<file path="src/rtl/step_motor_controller_multi.sv">
// Multi-channel stepper motor sequencer: per-channel phase index, step timer and
// remaining-step counter driving registered 4-phase coil outputs.
module step_motor_controller_multi #(
   parameter int unsigned NB_CH    = 2,
   parameter int unsigned STEP_W   = 16,
   parameter int unsigned PERIOD_W = 16,
   localparam int unsigned CH_W    = (NB_CH > 1) ? $clog2(NB_CH) : 1
) (
   input  logic                  clk,
   input  logic                  rst_n,
   input  logic                  enable,
   input  logic                  cmd_valid,
   output logic                  cmd_ready,
   input  logic [CH_W-1:0]       cmd_ch,
   input  logic                  cmd_dir,
   input  logic                  cmd_half,
   input  logic [STEP_W-1:0]     cmd_steps,
   input  logic [PERIOD_W-1:0]   cmd_period,
   output logic [NB_CH-1:0]      busy,
   output logic [NB_CH-1:0]      done,
   output logic [4*NB_CH-1:0]    coils
);

   logic [2:0]          phase     [NB_CH];
   logic [STEP_W-1:0]   remaining [NB_CH];
   logic [PERIOD_W-1:0] timer     [NB_CH];
   logic [PERIOD_W-1:0] period    [NB_CH];
   logic [NB_CH-1:0]    half_q;
   logic [NB_CH-1:0]    dir_q;

   logic                ch_valid_c;
   logic [NB_CH-1:0]    sel_c;
   logic [PERIOD_W-1:0] cmd_n_c;
   logic                cmd_zero_c;

   function automatic logic [3:0] coil_pattern(input logic [2:0] p);
      logic [3:0] pat;
      pat = 4'b1000;
      case (p)
         3'd0: pat = 4'b1000;
         3'd1: pat = 4'b1100;
         3'd2: pat = 4'b0100;
         3'd3: pat = 4'b0110;
         3'd4: pat = 4'b0010;
         3'd5: pat = 4'b0011;
         3'd6: pat = 4'b0001;
         3'd7: pat = 4'b1001;
      endcase
      return pat;
   endfunction

   // Handshake: out-of-range channels and stop commands are always taken.
   always_comb begin
      ch_valid_c = 32'(cmd_ch) < NB_CH;
      cmd_zero_c = (cmd_steps == '0);
      cmd_n_c    = (cmd_period == '0) ? PERIOD_W'(1) : cmd_period;
      cmd_ready  = !ch_valid_c || cmd_zero_c || !busy[cmd_ch];
      sel_c      = '0;
      if (cmd_valid && cmd_ready && ch_valid_c)
         sel_c[cmd_ch] = 1'b1;
   end

   // Per-channel motion: an accepted command overrides any step due in the same cycle.
   always_ff @(posedge clk or negedge rst_n) begin
      if (!rst_n) begin
         for (int i = 0; i < NB_CH; i++) begin
            phase[i]     <= '0;
            remaining[i] <= '0;
            timer[i]     <= '0;
            period[i]    <= '0;
         end
         half_q <= '0;
         dir_q  <= '0;
         busy   <= '0;
         done   <= '0;
         coils  <= '0;
      end else begin
         for (int i = 0; i < NB_CH; i++) begin
            coils[4*i +: 4] <= enable ? coil_pattern(phase[i]) : 4'b0000;
            done[i]         <= 1'b0;
            if (sel_c[i]) begin
               if (cmd_zero_c) begin
                  busy[i] <= 1'b0;
               end else begin
                  busy[i]      <= 1'b1;
                  remaining[i] <= cmd_steps;
                  timer[i]     <= cmd_n_c;
                  period[i]    <= cmd_n_c;
                  half_q[i]    <= cmd_half;
                  dir_q[i]     <= cmd_dir;
                  // Full-step runs on odd indices; align without counting a step.
                  if (!cmd_half && !phase[i][0])
                     phase[i] <= cmd_dir ? phase[i] + 3'd1 : phase[i] - 3'd1;
               end
            end else if (busy[i] && enable) begin
               if (timer[i] == PERIOD_W'(1)) begin
                  timer[i]     <= period[i];
                  remaining[i] <= remaining[i] - STEP_W'(1);
                  if (dir_q[i])
                     phase[i] <= phase[i] + (half_q[i] ? 3'd1 : 3'd2);
                  else
                     phase[i] <= phase[i] - (half_q[i] ? 3'd1 : 3'd2);
                  if (remaining[i] == STEP_W'(1)) begin
                     busy[i] <= 1'b0;
                     done[i] <= 1'b1;
                  end
               end else begin
                  timer[i] <= timer[i] - PERIOD_W'(1);
               end
            end
         end
      end
   end

endmodule

</file>
<file path="config.mk">
export PLATFORM = sky130hd
export DESIGN_NAME = step_motor_controller_multi
export DESIGN_NICKNAME = d
export VERILOG_FILES = /design/src/rtl/step_motor_controller_multi.sv
export SDC_FILE = /design/constraint.sdc
export NUM_CORES = 1
export LEC_CHECK = 0
export CELL_PAD_IN_SITES_DETAIL_PLACEMENT = 1
export CELL_PAD_IN_SITES_GLOBAL_PLACEMENT = 2
export CORE_ASPECT_RATIO = 0.6
export CORE_MARGIN = 1.5
export CORE_UTILIZATION = 39
export DETAILED_ROUTE_END_ITERATION = 7
export GPL_ROUTABILITY_DRIVEN = 0
export GPL_TIMING_DRIVEN = 0
export PLACE_DENSITY_LB_ADDON = 0.1
export SLEW_MARGIN = 20
export SYNTH_ARGS = -nofsm -noshare
export SYNTH_HDL_FRONTEND = slang
export SYNTH_SLANG_ARGS = --single-unit
</file>
<file path="constraint.sdc">
create_clock -name clk -period 4.38 [get_ports clk]
set_input_delay 0.876 -clock clk [delete_from_list [all_inputs] [get_ports clk]]
set_output_delay 0.876 -clock clk [all_outputs]
set_load 0.02 [all_outputs]
</file>
==> results.toml <==
[finish]
nets = 922
area_delta_synth_final_pct = 20.23
num_antenna_cells = 0
fillCellCount = 1967
final_design_area_no_fill_um2 = 8075
drive_above_1_share = 0.06803

[place]
io_buffers = 51
dpl_cell_area_um2 = 7541
detailed_place_hpwl_um = 18040

[floorplan]
rows = 36
die_h_um = 104.7
ioPinCount = 52
start_util = 0.4063
dieArea_um2 = 18040
die_w_um = 172.4
core_um2 = 16530

[global_routing]
grt_pass1_wl_um = 39000
antenna_found_initial = 1
grt_max_degree = 61
grt_overflow_total = 0
track_usage = 0.2862
grt_pass1_vias = 6757

[sta]
finalHoldViolCount = 0
rsz0062_at_grt = "no"
slew_headroom = 0.4196
fmax_ghz = 0.2315
tightest_slew_ns = 0.8648
post-route-period-util = 0.9863
skew_ns = 0.01547
period_needed_ns = 4.320
setup_violations = 0
finalMaxSlewViolations = 0
worst_hold_slack_ns = 0.4388

[synth]
synth_edf_count = 0
synth_nets = 851
synth_cell_types = 64
synthFlopType = "dfrtp_1"
ys_seq_area_frac = 0.4396
syn_inst = 800
async_reset_ff_frac = 1.000
ys_ff_latch = 118
synth.avg_cell_area_um2 = 8.396
syn_area_um2 = 6716
yosysWarningCount = 0

[worst_setup_path]
start_kind = "primary input"
crit_start = "cmd_steps[3]"
regToRegStartpoint = "busy[0]$_DFFE_PN0P_"
arrival_ns = 3.44
required_ns = 3.50
endpoint_kind = "primary output"
crit_type = "primary input to primary output"
worstPathMaxFanout = 8
reg2reg_depth = 11

[clock_tree]
cts_tree = "done"
clk_pin_slew_ns = 0.06
post_cts_buffers = 0
cts_root_buf = "clkbuf_16"
clock-sinks = 118
cts.path.max_buffers = 2
clk_latency_ns = 0.42
cts_buffers = 17
h-tree-depth = 4

[job]
maxCapViolCount = 0

[route]
first_pass_iters = 6
viasPerCell = 5.961
ant_nets = 0
drtIter0Drc = 515
drt_wl_total_um = 24350
vias = 6617
route.detailed.drc = 0
post_drt_wl_per_cell_um = 21.93

[power_and_ir_drop]
p_leak_nw = 3.320
peakVddDrop_uv = 243.1
power_mw = 5.337
cellPowerDensity_nw_per_um2 = 661.0

[status]
status = "completed"

[hold_path]
hold_path_class = "primary input to asynchronous set/reset pin"
cells in the final DEF, fill, tap and decap left out, types with 13 or more instances in the layout:
master           count
nand2_1            163
dfrtp_1            118
nor2_1              72
o21ai_0             60
a21oi_1             50
clkdlybuf4s50_1     50
nor3_1              29
clkbuf_1            28
inv_1               18
nor4_1              17
clkbuf_16           17
o211ai_1            16
nand3_1             14
xnor2_1             13
o21ai_1             13
metal layers:
layer | wire (um) | GRT usage
met5 | 0 | 0
met4 | 255 | 0.06335
met3 | 1580 | 0.04432
met2 | 10490 | 0.4145
met1 | 12020 | 0.4434
what timing repair did:
| item | in CTS | in global routing |
|---|---|---|
| hold buffers | 0 | 0 |
| setup endpoints to repair | 0 | 7 |
| resized for setup | 0 | 3 |
where the power goes:
group	leakage (nW)	internal [mW]	switching (mW)
sequential	1.45	1.57	0.514
combinational	1.63	0.829	1.16
clock	0.242	0.729	0.535
total	3.32	3.13	2.21
synthesized netlist by cell type (all sizes together), types with 6 or more instances:
library cell	n	area share
a211oi	6	0.0067
a21oi	51	0.040
a22o	10	0.013
a2bb2oi	8	0.010
a31oi	12	0.011
and2	8	0.0075
and3	6	0.0056
buf	8	0.0078
clkbuf	29	0.016
dfrtp	118	0.44
ha	10	0.019
inv	20	0.011
nand2	163	0.091
nand2b	6	0.0056
nand3	14	0.010
nor2	72	0.040
nor3	31	0.024
nor4	18	0.017
o211ai	16	0.018
o21ai	75	0.057
o22ai	8	0.0075
or3	13	0.013
or4	13	0.016
xnor2	13	0.017
xor2	6	0.0078
worst paths after layout:
path / to / slack, ns
max: cmd_ready / 0.06
min: period[23]$_DFFE_PN0P_ / 0.44
max reg2reg: phase[2]$_DFFE_PN0P_ / 1.05
min reg2reg: period[17]$_DFFE_PN0P_ / 0.47
max in group asynchronous: timer[1]$_DFFE_PN0P_ / 3.22
min in group clk: period[17]$_DFFE_PN0P_ / 0.47
worst max-delay path: stages:
cell and delay, ns:
clkdlybuf4s50_1 0.55, or4_1 0.64, o41a_1 0.52, inv_2 0.21, clkdlybuf4s50_1 0.64
area by class of cell:
cell class | count | area (um^2) | area share
timing repair buffer | 52 | 539.3 | 0.06678
clock buffer | 18 | 439.2 | 0.05438
clock inverter | 12 | 82.58 | 0.01023
tap | 228 | 285.3 | 0.03533
buffer | 37 | 162.7 | 0.02014
inverter | 20 | 75.07 | 0.009297
multi-input combinational | 625 | 3538 | 0.4382
sequential | 118 | 2953 | 0.3657
stage by stage:
stage	util	setup slack, ns	std cells	TNS (ns)
detailed placement	0.4562	-0.2472	1080	-2.190
global route	0.4885	0.009502	1110	0
finish	0.4885	0.06001	1110	0
floorplan	-	0.8608	800	0
global placement	0.4544	-2.499	1079	-293.76
CTS	0.4877	0.08875	1110	0
sequential cells by signal, summed over array words and instances (netlist names):
| register | cells |
|---|---|
| remaining | 32 |
| phase | 6 |
| period | 32 |
| dir_q | 2 |
| timer | 32 |
| half_q | 2 |
| coils | 8 |
| done | 2 |
| busy | 2 |
cells by family after synthesis:
kind of cell / share of synthesized area
adders and majority gates: 0.02459
muxes: 0.01099
DFF: 0.4396
and+or+nand+nor: 0.2509
xor gates and xnor gates: 0.02478
AOI/OAI and AO/OA: 0.2139
buffers and inverters: 0.03521
No activity file was read; power rests on OpenSTA's default activity.
